==> src/rtl/vector_square.sv <==
// Two-lane unsigned squarer: fixed 2-cycle latency, one result pair per clock.
// Each lane returns the low WIDTH bits of its square plus an overflow flag.
module vector_square #(
    parameter int unsigned WIDTH = 24
) (
    input  logic             clk,
    input  logic             rst,
    input  logic             in_valid,
    input  logic [WIDTH-1:0] data_1,
    input  logic [WIDTH-1:0] data_2,
    output logic             out_valid,
    output logic [WIDTH-1:0] square_1,
    output logic [WIDTH-1:0] square_2,
    output logic             ovf_1,
    output logic             ovf_2
);

    logic             s1_valid;
    logic [WIDTH-1:0] s1_data_1;
    logic [WIDTH-1:0] s1_data_2;
    logic [2*WIDTH-1:0] product_1;
    logic [2*WIDTH-1:0] product_2;

    always_ff @(posedge clk or posedge rst) begin
        if (rst) begin
            s1_valid  <= 1'b0;
            s1_data_1 <= '0;
            s1_data_2 <= '0;
        end else begin
            s1_valid <= in_valid;
            // Operand registers only load on valid input, saving toggles on bubbles.
            if (in_valid) begin
                s1_data_1 <= data_1;
                s1_data_2 <= data_2;
            end
        end
    end

    always_comb begin
        product_1 = {{WIDTH{1'b0}}, s1_data_1} * {{WIDTH{1'b0}}, s1_data_1};
        product_2 = {{WIDTH{1'b0}}, s1_data_2} * {{WIDTH{1'b0}}, s1_data_2};
    end

    always_ff @(posedge clk or posedge rst) begin
        if (rst) begin
            out_valid <= 1'b0;
            square_1  <= '0;
            square_2  <= '0;
            ovf_1     <= 1'b0;
            ovf_2     <= 1'b0;
        end else begin
            out_valid <= s1_valid;
            // Results hold their last value through bubbles.
            if (s1_valid) begin
                square_1 <= product_1[WIDTH-1:0];
                square_2 <= product_2[WIDTH-1:0];
                ovf_1    <= |product_1[2*WIDTH-1:WIDTH];
                ovf_2    <= |product_2[2*WIDTH-1:WIDTH];
            end
        end
    end

endmodule

==> config.mk <==
export PLATFORM = sky130hd
export DESIGN_NAME = vector_square
export DESIGN_NICKNAME = d
export VERILOG_FILES = /design/src/rtl/vector_square.sv
export SDC_FILE = /design/constraint.sdc
export NUM_CORES = 2
export LEC_CHECK = 0
export CORE_UTILIZATION = 40
export DETAILED_ROUTE_END_ITERATION = 10
export GPL_TIMING_DRIVEN = 0
export PLACE_DENSITY = 0.64
export SETUP_SLACK_MARGIN = 0.3
export SLEW_MARGIN = 0
export SYNTH_ARGS = -nofsm -noshare
export SYNTH_HDL_FRONTEND = slang
export SYNTH_SLANG_ARGS = --single-unit
==> constraint.sdc <==
create_clock -name clk -period 9.03 [get_ports clk]
set_input_delay 1.806 -clock clk [delete_from_list [all_inputs] [get_ports clk]]
set_output_delay 1.806 -clock clk [all_outputs]
set_load 0.01 [all_outputs]
==> impl_metrics.csv <==
group,metric,value,unit
run_status,status,"completed",
final_layout,syn2layout_area_growth,8.37,%
clock_network,postCtsHoldBufs,0,
final_layout,final_util,0.440,
flow_run,drv_cap,0,
sta,fmax,117,MHz
synth,synth_compound_area_frac,0.0603,
critical_path,arrival,8.83,ns
synth,synth.distinct_cells,80,
synth,seq_area_frac_synth,0.0680,
synth,yosys_warnings,0,
route,dr.pass1.iters,9,
final_layout,seq_area,2470,sq um
clock_network,numCtsBuffers,9,
floorplanning,die-area,91300,sq um
synth,async_reset_ff_frac,1.00,
synth,synthAdderAreaFrac,0.588,
worst_hold_path,hold_path_class,"reg2reg",
sta,hold_viol,0,
sta,setup_viol,0,
placed_design,place_ws,-0.402,ns
sta,setup_slack,0.511,ns
floorplanning,dieHeight,302,um
synth,synthCells,3776,
critical_path,worstSetupPathType,"reg2reg",
grt,antenna_found_initial,5,
critical_path,startpoint_type,"register",
critical_path,critPathCaptureType,"register",
synth,synth_mux_area_frac,0.0266,
placed_design,dp_hpwl,87.7,mm
sta,tns,0,ns
final_layout,drive_above_1_share,0.0598,
sta,fin_crit_sh,0.943,
synth,synth_top_cell_area_share,0.470,
synth,synth_area,36100,sq um
grt,grt.overflow.total,0,
sta,slew_viol_final,0,
sta,finClkSkew,0.0397,ns
route,drcViolationCount,0,
critical_path,worst-path-max-fanout,10,
grt,grt_pass1_wl,163,mm
synth,synth_seq_cells,98,
synth,synth_xor_area_frac,0.0187,
floorplanning,start_util,0.406,
placed_design,port_buffers,99,
clock_network,post_cts_resized,45,
synth,synthSimpleGateAreaFrac,0.115,
clock_network,clk_pin_slew,0.09,ns
sta,maxSlewHeadroom,0.0175,
route,drt_iter0_markers,1676,
synth,synth_top_area_cell,"fa_1",
critical_path,cp.required,9.34,ns
synth,synth.area.top_cells,"fa_1 (47%), ha_1 (12%), inv_1 (10%), dfrtp_1 (6.8%), and2_1 (4.5%)",
clock_network,cts_setup_buffers,0,
final_layout,fin_cells,5060,
route,wl_per_cell,20.5,um
clock_network,clockBufferDepth,2,
placed_design,routabilityCongestion,0.967,
synth,synth_top_family_by_area,"adder cells",
grt,grt_usage,0.239,
clock_network,cts-root-buf,"clkbuf_16",
floorplanning,row_count,109,
grt,grt_pass1_vias,28185,
sta,worstMarginPinSlew,1.47,ns
route,via_per_inst,5.17,
route,antenna_left,0,
floorplanning,die_w,302,um
placed_design,dp_cells,5042,
synth,syn-mean-instance-area,9.55,sq um
grt,grt_max_degree,54,
sta,period_needed,8.52,ns
final_layout,fin_nets,5128,
final_layout,nFillCells,8550,
synth,synth_ff_type,"dfrtp_1",
route,route.vias.total,26181,
route,routed_wl,104,mm
clock_network,cts_tree,"yes",
clock_network,cts_num_sinks,98,
clock_network,worstSkewPairLatency,0.45,ns
sta,rsz0062_at_grt,"yes",
final_layout,multi_input_area,29200,sq um
floorplanning,core,88800,sq um
floorplanning,io_pins,102,
synth,synth_edf_count,0,
clock_network,cts_htree_levels,3,
[metrics by stage]
stage          cell area (sq um)  hold slack, ns
6_report                   39100           0.516
5_1_grt                    39100           0.531
4_1_cts                    38900           0.519
3_5_place_dp               38500           0.496
3_3_place_gp               38500           0.492
2_1_floorplan              36100           0.385
[cells in the final DEF (no fill, tap or decap), types with 5 or more instances in the layout]
master,netlist,layout
o21ai_0,76,74
clkbuf_16,0,9
dfrtp_2,0,16
a31oi_1,20,19
a211oi_1,13,11
nand3b_1,7,7
xnor2_1,45,45
nand4_1,21,21
nand2b_1,5,5
a21o_1,23,23
dfrtp_1,98,82
nor2_1,74,74
a21oi_1,110,108
nand3_1,21,21
nor4_1,7,7
nor2b_1,12,12
clkbuf_8,5,5
nand2_1,363,363
clkbuf_2,0,59
xor2_1,32,32
nor3_1,23,23
ha_1,342,342
clkbuf_1,131,54
buf_2,1,9
o21bai_1,7,7
mux2_2,78,78
or3_1,11,11
inv_1,1006,1005
o221ai_1,9,9
o21a_1,16,16
o22ai_1,7,7
clkdlybuf4s50_1,1,100
and2_1,259,259
clkbuf_4,0,9
mux2i_1,8,8
fa_1,846,846
and3_1,11,11
[sequential cells by signal, summed over array words and instances, names as in the netlist]
name,cells
ovf_1,1
s1_data_2,24
ovf_2,1
s1_valid,1
out_valid,1
s1_data_1,24
square_2,23
square_1,23
[path summary, 6_finish.rpt]
| check | start | end | slack, ns | cells past startpoint |
|---|---|---|---|---|
| hold reg to reg | square_2[7]$_DFFE_PP0P_ | square_2[7]$_DFFE_PP0P_ | 0.52 | 1 |
| hold / removal | square_2[7]$_DFFE_PP0P_ | square_2[7]$_DFFE_PP0P_ | 0.52 | 1 |
| setup reg to reg | s1_data_1[21]$_DFFE_PP0P_ | ovf_1$_DFFE_PP0P_ | 0.51 | 25 |
| setup / recovery | s1_data_1[21]$_DFFE_PP0P_ | ovf_1$_DFFE_PP0P_ | 0.51 | 25 |
| max in group asynchronous | rst | s1_data_2[5]$_DFFE_PP0P_ | 6.50 | 3 |
| min in group asynchronous | rst | out_valid$_DFF_PP0_ | 1.74 | 2 |
[area by class of cell]
type | count | share of cell area
Antenna cell | 1 | 0.0000640
Buffer | 146 | 0.0200
Clock buffer | 9 | 0.00576
Clock inverter | 7 | 0.00243
Inverter | 1006 | 0.0968
Multi-Input combinational cell | 2527 | 0.748
Sequential cell | 98 | 0.0633
Tap cell | 1165 | 0.0373
Timing Repair Buffer | 101 | 0.0265
[metal layers]
metal | global-route usage | up-vias | part of all wire
met5 | 0 | - | 0
met3 | 0.0353 | 178 | 0.069
met1 | 0.314 | 13533 | 0.41
met2 | 0.400 | 907 | 0.48
li1 | - | 11563 | -
met4 | 0.0863 | 0 | 0.038
[worst max-delay path, stage by stage, from the launching register on]
cell and delay (ns):
dfrtp_2 0.57, clkbuf_1 0.56, nand2_1 0.24, fa_1 0.54, inv_1 0.05, fa_1 0.49, inv_1 0.05, fa_1 0.52
inv_1 0.05, fa_1 0.49, inv_1 0.05, fa_1 0.55, fa_1 0.43, fa_1 0.49, inv_1 0.04, ha_1 0.25
clkbuf_1 0.36, nand4_1 0.23, or3_2 0.46, o311a_4 0.37, and3b_4 0.22, o31ai_4 0.24, mux2i_1 0.13, or4_1 0.48
nor4_1 0.37, a31oi_1 0.13
[Yosys cell counts (all sizes together), types with 6 or more instances]
| cell | instances |
|---|---|
| clkbuf | 136 |
| ha | 342 |
| nor2 | 74 |
| a2111oi | 6 |
| and3b | 6 |
| a31oi | 21 |
| nand2 | 363 |
| dfrtp | 98 |
| fa | 846 |
| a21o | 26 |
| o21a | 17 |
| xor2 | 32 |
| or3 | 12 |
| nand3b | 7 |
| nand3 | 21 |
| mux2i | 8 |
| and2 | 260 |
| nor3 | 23 |
| o22ai | 7 |
| nor2b | 12 |
| and3 | 11 |
| a211oi | 13 |
| o221ai | 9 |
| xnor2 | 45 |
| inv | 1006 |
| o21ai | 76 |
| nand4 | 21 |
| o21bai | 7 |
| mux2 | 78 |
| nor4 | 7 |
| a21oi | 110 |
[cell families after synthesis]
kind of cell | Yosys count
adder cells (fa/ha/maj) | 1188
buffers and inverters | 1152
AND/OR/NAND/NOR | 836
AO/OA/AOI/OAI | 338
flip-flops | 98
multiplexers | 86
XOR/XNOR | 77
other | 1
Power is left out: the tool's default activity adds up to more than one toggle a clock period on the data nets, which glitch-free logic cannot reach.
